==> src/rtl/block_ram_load_ctrl.sv <==
// Weight-RAM load/read controller: scatters a word stream into RAM rows and gates consumer reads.
// Optional abort input enabled by defining BLOCK_RAM_LOAD_CTRL_ABORT_EN.
module block_ram_load_ctrl #(
  parameter int DATA_WIDTH = 16,
  parameter int DEPTH      = 128,
  parameter int NUM_WORDS  = 288
) (
  input  logic                     clk,
  input  logic                     rst_n,
  input  logic                     start,
  input  logic [DATA_WIDTH-1:0]    in_data,
  input  logic                     in_valid,
  output logic                     in_ready,
`ifdef BLOCK_RAM_LOAD_CTRL_ABORT_EN
  input  logic                     abort,
`endif
  output logic [DATA_WIDTH-1:0]    ram_wr_data,
  output logic [$clog2(DEPTH)-1:0] ram_wr_addr,
  output logic [NUM_WORDS-1:0]     ram_wr_en,
  output logic                     busy,
  output logic                     done,
  output logic                     loaded,
  input  logic                     rd_req,
  input  logic [$clog2(DEPTH)-1:0] rd_req_addr,
  output logic                     ram_rd_en,
  output logic [$clog2(DEPTH)-1:0] ram_rd_addr,
  output logic                     rd_valid
);

  localparam int AW = $clog2(DEPTH);
  localparam int WW = (NUM_WORDS > 1) ? $clog2(NUM_WORDS) : 1;

  typedef enum logic [1:0] {IDLE, LOAD, DONE} state_t;

  state_t               state_reg, state_next;
  logic [WW-1:0]        word_cnt_reg;
  logic [AW-1:0]        row_cnt_reg;
  logic                 loaded_reg;
  logic                 rd_valid_reg;
  logic                 accept;
  logic                 last_word;
  logic                 last_row;
  logic                 abort_hit;
  logic [NUM_WORDS-1:0] word_sel;

`ifdef BLOCK_RAM_LOAD_CTRL_ABORT_EN
  assign abort_hit = abort & (state_reg != IDLE);
`else
  assign abort_hit = 1'b0;
`endif

  assign accept    = in_valid & in_ready;
  assign last_word = (word_cnt_reg == WW'(NUM_WORDS - 1));
  assign last_row  = (row_cnt_reg == AW'(DEPTH - 1));

  genvar gi;
  generate
    for (gi = 0; gi < NUM_WORDS; gi++) begin : g_word_sel
      assign word_sel[gi] = (word_cnt_reg == WW'(gi));
    end
  endgenerate

  always_ff @(posedge clk or negedge rst_n) begin
    if (!rst_n) state_reg <= IDLE;
    else        state_reg <= state_next;
  end

  always_comb begin
    state_next = state_reg;
    case (state_reg)
      IDLE:    if (start) state_next = LOAD;
      LOAD: begin
        if (abort_hit)                          state_next = IDLE;
        else if (accept && last_word && last_row) state_next = DONE;
      end
      DONE:    state_next = IDLE;
      default: state_next = IDLE;
    endcase
  end

  always_comb begin
    in_ready = (state_reg == LOAD);
    busy     = (state_reg != IDLE);
    done     = (state_reg == DONE) & ~abort_hit;
  end

  // Abort takes priority over counting; a word accepted alongside abort is still written.
  always_ff @(posedge clk or negedge rst_n) begin
    if (!rst_n) begin
      word_cnt_reg <= '0;
      row_cnt_reg  <= '0;
      loaded_reg   <= 1'b0;
    end else begin
      case (state_reg)
        IDLE: begin
          if (start) begin
            word_cnt_reg <= '0;
            row_cnt_reg  <= '0;
            loaded_reg   <= 1'b0;
          end
        end
        LOAD: begin
          if (abort_hit) begin
            word_cnt_reg <= '0;
            row_cnt_reg  <= '0;
          end else if (accept) begin
            if (last_word) begin
              word_cnt_reg <= '0;
              row_cnt_reg  <= last_row ? '0 : row_cnt_reg + 1'b1;
            end else begin
              word_cnt_reg <= word_cnt_reg + 1'b1;
            end
          end
        end
        DONE: begin
          word_cnt_reg <= '0;
          row_cnt_reg  <= '0;
          if (!abort_hit) loaded_reg <= 1'b1;
        end
        default: ;
      endcase
    end
  end

  always_ff @(posedge clk or negedge rst_n) begin
    if (!rst_n) begin
      ram_wr_en   <= '0;
      ram_wr_data <= '0;
      ram_wr_addr <= '0;
    end else begin
      ram_wr_en <= accept ? word_sel : '0;
      if (accept) begin
        ram_wr_data <= in_data;
        ram_wr_addr <= row_cnt_reg;
      end
    end
  end

  assign ram_rd_en   = rd_req & loaded_reg & ~busy;
  assign ram_rd_addr = rd_req_addr;
  assign loaded      = loaded_reg;
  assign rd_valid    = rd_valid_reg;

  always_ff @(posedge clk or negedge rst_n) begin
    if (!rst_n) rd_valid_reg <= 1'b0;
    else        rd_valid_reg <= ram_rd_en;
  end

endmodule
==> config.mk <==
export PLATFORM = sky130hd
export DESIGN_NAME = block_ram_load_ctrl
export DESIGN_NICKNAME = d
export VERILOG_FILES = /design/src/rtl/block_ram_load_ctrl.sv
export SDC_FILE = /design/constraint.sdc
export NUM_CORES = 1
export LEC_CHECK = 0
export CORE_MARGIN = 1.5
export CORE_UTILIZATION = 46
export DETAILED_ROUTE_END_ITERATION = 10
export PLACE_DENSITY = 0.88
export SLEW_MARGIN = 20
export SYNTH_ARGS = -nofsm -noshare
export SYNTH_HDL_FRONTEND = slang
export SYNTH_SLANG_ARGS = --single-unit
export TNS_END_PERCENT = 100
==> constraint.sdc <==
create_clock -name clk -period 2.5 [get_ports clk]
set_clock_uncertainty 0.15 [all_clocks]
set_input_delay 0.625 -clock clk [delete_from_list [all_inputs] [get_ports clk]]
set_output_delay 0.625 -clock clk [all_outputs]
set_load 0.01 [all_outputs]
Word-level counts from Yosys, hierarchy flattened
Cells that the tools add are included.
{ "totals": {"reg_bits": 331, "inputBits": 28, "out_inout_bits": 324, "word_cells": 334} }
{ "op_classes": {"addsub": 2, "n_eq_ne": 294, "muxes": 15, "bitwise": 4, "reduce_logical": 11} }
{ "ops": {"columns": ["cell", "n"], "rows": [
  ["$eq 9x8->1 const B", 128],
  ["$eq 9x7->1 const B", 64],
  ["$eq 9x6->1 const B", 32],
  ["$eq 9x9->1 const B", 32],
  ["$mux 288", 1],
  ["$eq 9x5->1 const B", 16],
  ["$eq 9x4->1 const B", 8],
  ["$eq 9x3->1 const B", 4],
  ["$mux 7", 4],
  ["$mux 9", 3],
  ["$pmux 9 s3", 1],
  ["$pmux 7 s3", 1],
  ["$eq 9x2->1 const B", 2],
  ["$add 9x1->9 const B", 1],
  ["$eq 9x1->1 const B", 1],
  ["$logic_not 9->1", 1],
  ["$add 7x1->7 const B", 1],
  ["$eq 7x7->1 const B", 1],
  ["$ne 2x1->1 const B", 3],
  ["$mux 2", 2],
  ["$pmux 2 s2", 1],
  ["$reduce_and 2->1", 2],
  ["$reduce_and 4->1", 1],
  ["$reduce_bool 2->1", 2],
  ["other kinds (11)", 14]
]} }

Logic depth before layout (Yosys ltp)
{ "logic_depth": {"ltp_word": 6, "mapped_depth": 8, "depth_no_buf": 6} }

Least setup slack after synthesis
Ideal clock, no wire load.
{ "synth_timing": {"path_type": "register to register", "startpoint": "reg word_cnt_reg[0]", "endpoint": "reg row_cnt_reg[2]", "setup_time_ns": 0.129, "arrival_ns": 1.941, "t_required_ns": 2.221, "setup_slack_ns": 0.280, "stages_incl_launch_ff": 8, "n_path_buf": 2, "period_less_slack_ns": 2.220, "path_cell_list": "dfrtp_1 ha_1 clkbuf_1 nand3_1 o31a_1 buf_2 o31ai_1 o21ai_1"} }
{ "synth_between": {"elab_chain_len": 3} }
{ "synth_rtl": {"columns": ["element", "line", "rtl"], "rows": [
  ["from (decl)", "36", "logic [WW-1:0] word_cnt_reg;"],
  ["from (signal assigned)", "111", "word_cnt_reg <= word_cnt_reg + 1'b1;"],
  ["$eq 9x9->1", "53", "assign last_word = (word_cnt_reg == WW'(NUM_WORDS - 1));"],
  ["$ne 2x1->1 (no line)", null, null],
  ["$reduce_and 4->1 (no line)", null, null],
  ["to (signal assigned)", "109", "row_cnt_reg <= last_row ? '0 : row_cnt_reg + 1'b1;"],
  ["to (decl)", "37", "logic [AW-1:0] row_cnt_reg;"]
]} }
No other way between the ends.
A chain may end at the register's enable or synchronous reset.

Worst setup path after layout
{ "layout_timing": {"startpoint": "reg state_reg[0]", "endpoint": "out in_ready"} }
{ "layout_between": {"elab_chain_len": 1} }
{ "layout_rtl": {"columns": ["element", "line", "rtl"], "rows": [
  ["from (decl)", "35", "state_t state_reg, state_next;"],
  ["from (signal assigned)", "65", "else state_reg <= state_next;"],
  ["$eq 2x1->1", "82", "in_ready = (state_reg == LOAD);"],
  ["to (decl)", "13", "output logic in_ready,"]
]} }
No other way between the ends.

==> key figures <==
Pwr
  • Static leakage: about 7.3 nW
  • Total power: 11.9 mW
  • P per Cell Area: 747 nW/µm²
  • Max VDD drop: 0.584 mV

Synthesis
  • Library cells used by synthesis: 37
  • Synth Area per Inst: 11.9 µm²
  • Most used DFF post-synth: dfrtp_1
  • Synthesized flop and latch total: 331
  • Async S/R FF share, synth: 100%
  • Post-synthesis sequential area ratio: 76.7%
  • YS warnings: 0
  • Post-synth EDFFs: 0
  • Cell area after synthesis: 10800 µm²
  • Cell taking the most area after synthesis: dfrtp_1
  • Commonest cells in the netlist: 331 x dfrtp_1, 302 x nor2_1, 105 x nand2_1
  • Top cells by area, synth: dfrtp_1 77%, nor2_1 10%, nand2_1 3.6%
  • Area share of the leading cell type in the synthesized netlist: 76.7%
  • Count leader, synth: dfrtp_1
  • Syn nets: 941
  • Syn Inst Count: 907

Route
  • Vias/cell: 5.06
  • Final WL: 33.4 mm
  • WL/cell: 20.8 µm
  • Number of DRC markers in iteration 0: 499
  • Post-DRT Antenna Nets: 0
  • Vias: 8144
  • First-pass DRT Iterations: 4
  • DRC Markers: 0

GRT
  • Gr ovfl total: 0
  • Initial antenna violation count: 0
  • Vias in the first global route: a little under 9000
  • Pin count of the biggest net entering global routing: 66
  • GRT Util Overall: 27.8%
  • First-pass GRT wire length: 50.6 mm

Placed design
  • Number of port buffers: approximately 340
  • Final GP Congestion: 0.838
  • Post-Place Cells: ~1500
  • Placed Area: 14800 µm²
  • Hpwl dp: roughly 22 mm
  • Pre-CTS WS: -0.0811 ns

CTS
  • CTS root buf: clkbuf_16
  • CTS Sinks: 331
  • Worst skew pair latency: 0.55 ns
  • TritonCTS Buffers: 31
  • CTS tree: yes
  • Worst-path clk slew: approximately 0.060 ns
  • Deepest clock path buffer count: 3
  • H-tree level count: 1

Floorplanning
  • Die height: 156 µm
  • DIE AREA: 24400 µm²
  • FP Rows: 55
  • Die X: approximately 160 µm
  • Num ports: 352
  • Initial Util: 47.3%
  • Core Area: 22800 µm²

Layout
  • Synth-to-layout area growth: 47.3%
  • Final Util: 69.7%
  • N_diodes: 0
  • Fin nets: 1305
  • Layout cell share with drive strength beyond 1: a little under a tenth
  • # fillers: 1553
  • Layout Cells excl Fill: 1608
  • Max FFs per register: 288
  • Seq. cell area: about 8300 µm²
  • Cell area after layout: between 15000 and 20000 µm²
  • Multi-input gate area: 2200 µm²

Timing
  • Tmin final: 2.38 ns
  • Post-route setup slack: 0.120 ns
  • RSZ-0062 raised after global routing: false
  • Max Clk Rate: approximately 0.42 GHz
  • Setup TNS Final: 0 ns
  • Final Slew Violations: 0
  • Final hold violations: 0
  • Hold WS: 0.324 ns
  • # setup viols final: 0
  • Slew @ Worst Pin: 0.824 ns
  • Slew Limit Headroom: 45.0%
  • Tcrit/Tclk final: a little over nine tenths

Flow run
  • Max-cap violations: 0

Setup path
  • CP Data Required Time: 1.73 ns
  • Critical path capture point type: output port
  • R2r worst-path depth: 4
  • Worst R2R Start: word_cnt_reg[5]
  • Crit path arrival time: 1.61 ns
  • Crit Path Max Fanout: 8
  • Slack of the worst reg-to-reg path: roughly 0.25 ns
  • Crit path launch type: flip-flop
  • Reg2reg end: row_cnt_reg[5]
  • Worst setup path class: flip-flop to output port

Hold path
  • Hold depth: 2
  • Worst Min Path Start: ram_wr_data[2]
  • Hold WC Path Type: flip-flop to flip-flop
  • Hold Crit Endpoint: ram_wr_data[2]

Status
  • Status: finished, final reports clean
## power by group
group	total, mW	internal [mW]	switching [mW]	leakage [nW]
clock	4.90	2.86	2.03	0.526
combinational	1.39	0.442	0.947	2.17
sequential	5.60	5.47	0.124	4.58
total	11.9	8.78	3.10	7.27
## layout make-up
| cell class | instances | share of cell area, % |
|---|---|---|
| Tap cell | 313 | 2.46 |
| Sequential cell | 331 | 52.1 |
| Inverter | 5 | 0.134 |
| Multi-Input combinational cell | 507 | 13.9 |
| Clock inverter | 15 | 1.32 |
| Timing Repair Buffer | 395 | 24.7 |
| Clock buffer | 42 | 5.45 |
## cell families after synthesis
logic type	count (synthesis)	share of synthesized area, %
flip-flops	331	76.7
AND/OR/NAND/NOR	468	17.8
AO/OA/AOI/OAI	33	1.86
adder cells (fa/ha/maj)	6	0.695
buffers and inverters	69	2.98
## cells in the final DEF, fill, tap and decap left out, drive strengths merged, types with 3 or more instances in the layout
cell type	n
and4	3
nor2	302
clkdlybuf4s50	332
o21ai	13
ha	6
nand2b	3
clkbuf	43
nand4	4
nand3	27
a21oi	4
clkinv	8
and3	5
buf	58
a31oi	7
nor2b	7
nand2	105
inv	6
or3	3
bufinv	4
dfrtp	331
## worst max-delay path by stage
stage	from	to	cells past startpoint
global placement	rd_req	ram_rd_en	4
global route	state_reg[0]	in_ready	4
finish	state_reg[0]	in_ready	4
detailed placement	rd_req	ram_rd_en	4
CTS	state_reg[0]	ram_rd_en	3
floorplan	word_cnt_reg[0]	row_cnt_reg[2]	7
## worst max-delay path, stage by stage, from the launching register on
cell and delay [ns]:
dfrtp_2 0.42, buf_4 0.15, nand2b_4 0.12, inv_4 0.07, dlygate4sd2_1 0.29
## layer usage
layer	part of all wire (%)	GRT usage [%]
met5	0	0
met4	4.3	12.3
met3	7.4	5.79
met2	52	49.5
met1	37	32.4
## timing repair
action                                 in CTS  in global routing
setup endpoints to repair                   4                  2
hold buffers                                1                  0
endpoints found under the hold margin      41                  0
buffers inserted                            3                  0
resized for setup                           7                  3
Note: power is estimated with default switching activity, not from simulation.
